`src/rtl/lamp_cmd_sequencer_pkg.sv`:
```
// Shared types and default timing constants for the lamp command sequencer.
package lighting_pkg;

  typedef enum logic [1:0] {
    B_IDLE,
    B_PRESSED,
    B_HELD
  } btn_state_t;

  typedef enum logic [1:0] {
    T_IDLE,
    T_RUN,
    T_DONE
  } tmr_state_t;

  localparam int DEF_DB_CYCLES   = 100;
  localparam int DEF_LONG_CYCLES = 3000;
  localparam int DEF_HOLD_CYCLES = 1000;

endpackage

```
`src/rtl/lamp_cmd_sequencer_if.sv`:
```
// Board/lamp-FSM side signals of the command sequencer.
interface lamp_cmd_sequencer_if;
  logic push;
  logic presence;
  logic enable;
  logic a;
  logic b;
  logic c;
  logic d;
  logic tmr_busy;

  modport master (
    output push, presence, enable,
    input  a, b, c, d, tmr_busy
  );

  modport slave (
    input  push, presence, enable,
    output a, b, c, d, tmr_busy
  );
endinterface

```
`src/rtl/lamp_cmd_sequencer_sync_debounce.sv`:
```
// 2-FF synchroniser followed by a stability counter for the push-button.
module sync_debounce
  import lighting_pkg::*;
#(
  parameter int DB_CYCLES = DEF_DB_CYCLES
) (
  input  logic clk,
  input  logic rst,
  input  logic din,
  output logic btn_db
);

  localparam int CW = $clog2(DB_CYCLES + 1);
  localparam logic [CW-1:0] DB_LAST = CW'(DB_CYCLES - 1);

  logic          s1;
  logic          s2;
  logic [CW-1:0] cnt;

  always_ff @(posedge clk or posedge rst) begin
    if (rst) begin
      s1     <= 1'b0;
      s2     <= 1'b0;
      cnt    <= '0;
      btn_db <= 1'b0;
    end else begin
      s1 <= din;
      s2 <= s1;
      // The level flips on the DB_CYCLES-th consecutive differing cycle.
      if (s2 == btn_db) begin
        cnt <= '0;
      end else if (cnt == DB_LAST) begin
        btn_db <= s2;
        cnt    <= '0;
      end else begin
        cnt <= cnt + CW'(1);
      end
    end
  end

endmodule

```
`src/rtl/lamp_cmd_sequencer.sv`:
```
// Turns a raw button and presence sensor into single-cycle event pulses
// for the lamp FSM: b (short press), a (long press), d (turn-on), c (timeout).
module lamp_cmd_sequencer
  import lighting_pkg::*;
#(
  parameter int DB_CYCLES   = DEF_DB_CYCLES,
  parameter int LONG_CYCLES = DEF_LONG_CYCLES,
  parameter int HOLD_CYCLES = DEF_HOLD_CYCLES
) (
  input logic                 clk,
  input logic                 rst,
  lamp_cmd_sequencer_if.slave bus
);

  localparam int PW = $clog2(LONG_CYCLES + 1);
  localparam int TW = $clog2(HOLD_CYCLES + 1);
  localparam logic [PW-1:0] LONG_LAST = PW'(LONG_CYCLES - 1);
  localparam logic [TW-1:0] HOLD_LOAD = TW'(HOLD_CYCLES);

  logic btn_db;

  sync_debounce #(.DB_CYCLES(DB_CYCLES)) u_sync_debounce (
    .clk    (clk),
    .rst    (rst),
    .din    (bus.push),
    .btn_db (btn_db)
  );

  btn_state_t    btn_state, btn_state_nxt;
  logic [PW-1:0] press_cnt, press_cnt_nxt;
  logic          a_nxt, b_nxt;

  always_ff @(posedge clk or posedge rst) begin
    if (rst) begin
      btn_state <= B_IDLE;
      press_cnt <= '0;
    end else begin
      btn_state <= btn_state_nxt;
      press_cnt <= press_cnt_nxt;
    end
  end

  always_comb begin
    btn_state_nxt = btn_state;
    press_cnt_nxt = press_cnt;
    case (btn_state)
      B_IDLE: begin
        if (btn_db) begin
          btn_state_nxt = B_PRESSED;
          press_cnt_nxt = PW'(1);
        end
      end
      B_PRESSED: begin
        if (!btn_db) begin
          btn_state_nxt = B_IDLE;
          press_cnt_nxt = '0;
        end else begin
          press_cnt_nxt = press_cnt + PW'(1);
          if (press_cnt == LONG_LAST) btn_state_nxt = B_HELD;
        end
      end
      B_HELD: begin
        if (!btn_db) begin
          btn_state_nxt = B_IDLE;
          press_cnt_nxt = '0;
        end
      end
      default: begin
        btn_state_nxt = B_IDLE;
        press_cnt_nxt = '0;
      end
    endcase
  end

  // A release seen in the same cycle as the long threshold counts as short.
  always_comb begin
    a_nxt = 1'b0;
    b_nxt = 1'b0;
    if (btn_state == B_PRESSED) begin
      b_nxt = !btn_db;
      a_nxt = btn_db && (press_cnt == LONG_LAST);
    end
  end

  logic pres_s1, pres_s2, pres_q;
  logic enable_q;
  logic d_nxt;

  always_ff @(posedge clk or posedge rst) begin
    if (rst) begin
      pres_s1  <= 1'b0;
      pres_s2  <= 1'b0;
      pres_q   <= 1'b0;
      enable_q <= 1'b0;
    end else begin
      pres_s1  <= bus.presence;
      pres_s2  <= pres_s1;
      pres_q   <= pres_s2;
      enable_q <= bus.enable;
    end
  end

  assign d_nxt = pres_s2 & ~pres_q;

  tmr_state_t    tmr_state, tmr_state_nxt;
  logic [TW-1:0] tmr, tmr_nxt;
  logic          c_nxt;

  always_ff @(posedge clk or posedge rst) begin
    if (rst) begin
      tmr_state <= T_IDLE;
      tmr       <= '0;
    end else begin
      tmr_state <= tmr_state_nxt;
      tmr       <= tmr_nxt;
    end
  end

  always_comb begin
    tmr_state_nxt = tmr_state;
    tmr_nxt       = tmr;
    case (tmr_state)
      T_IDLE: begin
        if (bus.enable && !enable_q) begin
          tmr_state_nxt = T_RUN;
          tmr_nxt       = HOLD_LOAD;
        end
      end
      T_RUN: begin
        if (!bus.enable) begin
          tmr_state_nxt = T_IDLE;
          tmr_nxt       = '0;
        end else if (pres_s2) begin
          tmr_nxt = HOLD_LOAD;
        end else if (tmr == TW'(1)) begin
          tmr_state_nxt = T_DONE;
          tmr_nxt       = '0;
        end else begin
          tmr_nxt = tmr - TW'(1);
        end
      end
      T_DONE: begin
        if (!bus.enable) tmr_state_nxt = T_IDLE;
      end
      default: begin
        tmr_state_nxt = T_IDLE;
        tmr_nxt       = '0;
      end
    endcase
  end

  always_comb begin
    c_nxt = (tmr_state == T_RUN) && bus.enable && !pres_s2 && (tmr == TW'(1));
  end

  logic a_q, b_q, c_q, d_q;

  // A mode toggle drops any coincident auto event rather than deferring it.
  always_ff @(posedge clk or posedge rst) begin
    if (rst) begin
      a_q <= 1'b0;
      b_q <= 1'b0;
      c_q <= 1'b0;
      d_q <= 1'b0;
    end else begin
      a_q <= a_nxt;
      b_q <= b_nxt;
      c_q <= c_nxt & ~a_nxt;
      d_q <= d_nxt & ~a_nxt;
    end
  end

  assign bus.a        = a_q;
  assign bus.b        = b_q;
  assign bus.c        = c_q;
  assign bus.d        = d_q;
  assign bus.tmr_busy = (tmr_state == T_RUN);

endmodule

```
`src/flat_wrapper.sv`:
```
// flat-port wrapper written by rule: the top's interface ports become plain ports
module lamp_cmd_sequencer_flat import lighting_pkg::*;
#(
  parameter int DB_CYCLES   = DEF_DB_CYCLES,
  parameter int LONG_CYCLES = DEF_LONG_CYCLES,
  parameter int HOLD_CYCLES = DEF_HOLD_CYCLES
)
  (clk, rst, bus_push, bus_presence, bus_enable, bus_a, bus_b, bus_c, bus_d, bus_tmr_busy);
  lamp_cmd_sequencer_if bus_i ();
  input logic clk;
  input logic rst;
  input wire logic [$bits(bus_i.push)-1:0] bus_push;
  input wire logic [$bits(bus_i.presence)-1:0] bus_presence;
  input wire logic [$bits(bus_i.enable)-1:0] bus_enable;
  output wire logic [$bits(bus_i.a)-1:0] bus_a;
  output wire logic [$bits(bus_i.b)-1:0] bus_b;
  output wire logic [$bits(bus_i.c)-1:0] bus_c;
  output wire logic [$bits(bus_i.d)-1:0] bus_d;
  output wire logic [$bits(bus_i.tmr_busy)-1:0] bus_tmr_busy;
  assign bus_i.push = bus_push;
  assign bus_i.presence = bus_presence;
  assign bus_i.enable = bus_enable;
  assign bus_a = bus_i.a;
  assign bus_b = bus_i.b;
  assign bus_c = bus_i.c;
  assign bus_d = bus_i.d;
  assign bus_tmr_busy = bus_i.tmr_busy;
  lamp_cmd_sequencer #(.DB_CYCLES(DB_CYCLES), .LONG_CYCLES(LONG_CYCLES), .HOLD_CYCLES(HOLD_CYCLES)) u_core (.clk(clk), .rst(rst), .bus(bus_i));
endmodule
```
`config.mk`:
```
export PLATFORM = sky130hd
export DESIGN_NAME = lamp_cmd_sequencer_flat
export DESIGN_NICKNAME = d
export VERILOG_FILES = /design/src/rtl/lamp_cmd_sequencer_pkg.sv /design/src/rtl/lamp_cmd_sequencer_if.sv /design/src/rtl/lamp_cmd_sequencer_sync_debounce.sv /design/src/rtl/lamp_cmd_sequencer.sv /design/src/flat_wrapper.sv
export SDC_FILE = /design/constraint.sdc
export NUM_CORES = 1
export LEC_CHECK = 0
export ABC_AREA = 1
export CAP_MARGIN = 20
export CORE_UTILIZATION = 55
export CTS_BUF_LIST = sky130_fd_sc_hd__clkbuf_8
export CTS_CLUSTER_DIAMETER = 120
export CTS_CLUSTER_SIZE = 40
export DETAILED_ROUTE_END_ITERATION = 16
export PLACE_DENSITY = 0.73
export SLEW_MARGIN = 10
export SYNTH_ARGS = -nofsm -noshare
export SYNTH_HDL_FRONTEND = slang
export SYNTH_HIERARCHICAL = 1
export SYNTH_SLANG_ARGS = --single-unit
export TNS_END_PERCENT = 5
```
`constraint.sdc`:
```
create_clock -name clk -period 1.1 [get_ports clk]
set_input_delay 0.22 -clock clk [delete_from_list [all_inputs] [get_ports clk]]
set_output_delay 0.22 -clock clk [all_outputs]
set_load 0.005 [all_outputs]
```
==> results.md <==
* Worst setup margin at -326.4 ps
* CP bufs+invs at 3
* IO Pins at 10
* Crit path max-delay cell type: dfrtp_1
* Fin. max-slew vios at 0
* Distinct cells, synth at 34
* Clk_skew at ~10 ps
* Chip Width at approximately 67 µm
* Reg clk slew, reported paths at approximately 90 ps
* Final net count at between 300 and 400
* Least-Margin Pin Slew at between 400 and 500 ps
* Drt initial violations at ~140
* # DRC at 0
* Class of the worst hold path: in2async
* Number of synthesized register bits at 44
* Fraction of layout cells with a size suffix above 1 at 0.3547
* Critical path arrival at ~1600 ps
* CP Max Fanout at 3
* Core area at slightly above 0.004 mm²
* Largest net degree at the start of global routing at 35
* Avg Synthesized Cell Area at about 8 µm²
* Antenna violations before repair at 0
* Met2 Track Usage GR at 0.4825
* Gr busiest metal: met2
* Min Hold Slack at 219.7 ps
* RePlAce Congestion at between 0.8 and 0.9
* DR vias at ~2,100
* Vias in the first global route at 2,113
* Clock power share at 0.231
* Antenna diodes at 0
* Fmax at 701.1 MHz
* Die area at roughly 0.0045 mm²
* Failing checks: setup timing
* Nature of the critical path startpoint: flop
* Final cell count without fillers at between 400 and 500
* Syn Inst Count at 290
* Rel. slew slack at 0.7213
* Worst-Skew Late Latency at roughly 300 ps
* Core Rows at 23
* Mapped Nets at 299
* Final period utilization at 1.297
* Pre-antenna DRT Iters at 4
* Multi-input combinational cell area at approximately 0.0012 mm²
* First-pass GRT wire length at ~9 mm
* Leakage power at ~1.5 nW
* Outcome: complete, but fails checks
* Initial Utilization at 0.5789
* Synthesized area at around 0.0023 mm²
* Critical Path Sink Type: flop
* Unrepaired setup endpoints after global routing: yes
* Post-synth ARST share at 1.000
* Synthesis-to-layout area growth at 32.08%
* DR WL/cell at 13.25 µm
* Final count of negative-setup-slack endpoints at 34
* Die Y at roughly 67 µm
* Vias per cell at a little over 5
* Worst path max stage delay at roughly 360 ps
* Maximum vdd drop at between 1 and 1.5 mV
* Layout filler cell count at 289
* Met3 GRT Util at 0.05651
* Gate power share at 0.389
* Max-Cap Viols at 0
* Met1 Use GR at 0.3429
* Worst Setup Path Type: reg2reg
* Yosys Warn Count at 6
* Psw at approximately 0.0019 W
* # clock sinks at 44
* Sw Ratio at 0.3576
* TritonCTS buffer count at 5
* Clk buf depth at 2
* Tot GR Track Use at 0.2788
* Register area share after synthesis at 0.4721
* Total routed wirelength at 5.405 mm
* Min Tclk post-route at ~1400 ps
* Post-DRT Antenna Nets at 0
* IO Port Bufs at 9
* Pwr per Cell Area at between 1500 and 2000 mW/mm²
* CP delay by family, top: simple AND/OR/NAND/NOR gates
* Seq. cell area at between 0.001 and 0.0015 mm²
* Hold_buf cts at 0
* Crit-path cells: ha_2 > nand2_2 > inv_2 > nand3_2 > nor3_2 > nand4_1 > buf_4 > nand2_2 > inv_1
* Maximum level of the CTS H-tree at 2
* Internal power at about 0.0034 W
* Primary FF master, synth: dfrtp_1
* Gr ovfl total at 0
* Placed instance count at around 400
* Critical Path RT at approximately 1300 ps
* Reg power frac at 0.380
* Clk root buf: clkbuf_8
* Post-detail-place hpwl at a little under 4 mm
* Most used cell along the critical path: nand2_2
* Post-synth EDFFs at 0
* CTS tree: yes
* Fin. Hold Viols at 0
## power groups by stage
stage	clock network [W]	logic (W)	registers, W
4_1_cts	0.00123	0.00202	0.00199
3_3_place_gp	0	0.00191	0.00201
6_report	0.00121	0.00204	0.00200
5_1_grt	0.00129	0.00229	0.00203
3_5_place_dp	0	0.00195	0.00202
2_1_floorplan	0	0.00114	0.00201
## worst paths after layout
path                                                       from                                 endpoint  slack, ps  cells past startpoint
worst max register to register  u_core/press_cnt[0]$_DFFE_PP0P_          u_core/btn_state[0]$_DFFE_PP0P_       -330                      9
worst min-delay path                                        rst  u_core/u_sync_debounce/cnt[5]$_DFF_PP0_        220                      2
min in group clk                       u_core/pres_s1$_DFF_PP0_                 u_core/pres_s2$_DFF_PP0_        350                      0
worst min register to register         u_core/pres_s1$_DFF_PP0_                 u_core/pres_s2$_DFF_PP0_        350                      0
max in group asynchronous                                   rst          u_core/press_cnt[3]$_DFFE_PP0P_        600                      3
worst max-delay path            u_core/press_cnt[0]$_DFFE_PP0P_          u_core/btn_state[0]$_DFFE_PP0P_       -330                      9
## routing by layer
layer | vias up | wire [µm]
met5 | - | 0
met1 | 1014 | 2302
li1 | 1054 | -
met4 | 0 | 72
met2 | 45 | 2849
met3 | 8 | 181
## flip-flops by register name (all words and copies together), names as in the netlist
name                           flops
u_core/u_sync_debounce/s1          1
u_core/tmr                        10
u_core/pres_s2                     1
u_core/pres_q                      1
u_core/u_sync_debounce/cnt         7
u_core/bus.d                       1
u_core/u_sync_debounce/s2          1
u_core/enable_q                    1
u_core/tmr_state                   2
u_core/pres_s1                     1
u_core/bus.b                       1
u_core/bus.c                       1
u_core/btn_state                   2
u_core/press_cnt                  12
u_core/u_sync_debounce/btn_db      1
u_core/bus.a                       1
## cell usage in the layout, fill, tap and decap left out, types with 2 or more instances in the layout
cell type        count
o211ai_1             2
o21ai_2              2
buf_2                2
ha_2                 2
o21ai_0              8
nor3_2               2
clkbuf_2             3
buf_4               49
clkbuf_8             5
nor2_1              23
inv_1               29
nand2_4              3
nor2_2              12
inv_2               16
a21oi_1              8
nand2_1             63
nor3_4               3
clkinv_1             2
nand3_2              4
ha_4                 2
nand3_1             19
dfrtp_1             43
o21ai_1             13
nor2_4               4
nand2_2              8
o22ai_1              2
nor3_1               3
xor2_1               3
nand4_1              4
clkdlybuf4s50_1      4
## final cells by class
cell class | instances | share of cell area
multi-input cells | 200 | 0.3802
flip-flops and latches | 44 | 0.3578
repair buffers | 60 | 0.1507
inverters | 46 | 0.05605
clock buffers | 5 | 0.02234
well taps | 50 | 0.02031
clock inverters | 3 | 0.01259
## cells in the mapped netlist, types with 4 or more instances
| cell type | number | share of area |
|---|---|---|
| nand2_1 | 68 | 0.11 |
| dfrtp_1 | 44 | 0.47 |
| inv_1 | 32 | 0.052 |
| nor2_1 | 28 | 0.045 |
| nand3_1 | 21 | 0.045 |
| o21ai_0 | 14 | 0.030 |
| inv_2 | 11 | 0.018 |
| nor2_2 | 10 | 0.027 |
| a21oi_1 | 8 | 0.017 |
| o21ai_1 | 8 | 0.017 |
| nand2_2 | 5 | 0.013 |
| ha_1 | 4 | 0.021 |
| nand4_1 | 4 | 0.011 |
## cell families after synthesis
group           share of synthesized area
compound gates                    0.09711
flops                              0.4721
buf+inv                           0.07404
xor+xnor                          0.02200
fa+ha+maj                         0.02146
simple gates                       0.3133
## worst reg2reg max path, stage by stage (launching register included)
cell,delay [ps]
dfrtp_1,360
ha_2,190
nand2_2,80
inv_2,70
nand3_2,60
nor3_2,110
nand4_1,180
buf_4,200
nand2_2,40
inv_1,40
## per-stage QoR
step                  util  cell area, µm²  TNS (ps)  total power, W  setup slack, ps
CTS                 0.7634            3075     -5260        0.005248           -326.7
floorplan                -            2350     -1199        0.003157           -123.2
global route        0.7646            3080     -9412        0.005608           -470.4
finish              0.7646            3080     -5257        0.005250           -326.4
detailed placement  0.7155            2883     -7310        0.003967           -377.4
global placement    0.7155            2883     -6206        0.003913           -342.8
## repair_timing
item / CTS / global route
setup buffers: 2 / 0
gates resized for setup: 34 / 15
setup endpoints to repair: 41 / 41
pin swaps: 7 / 4
Note: power is estimated with default switching activity, not from simulation.
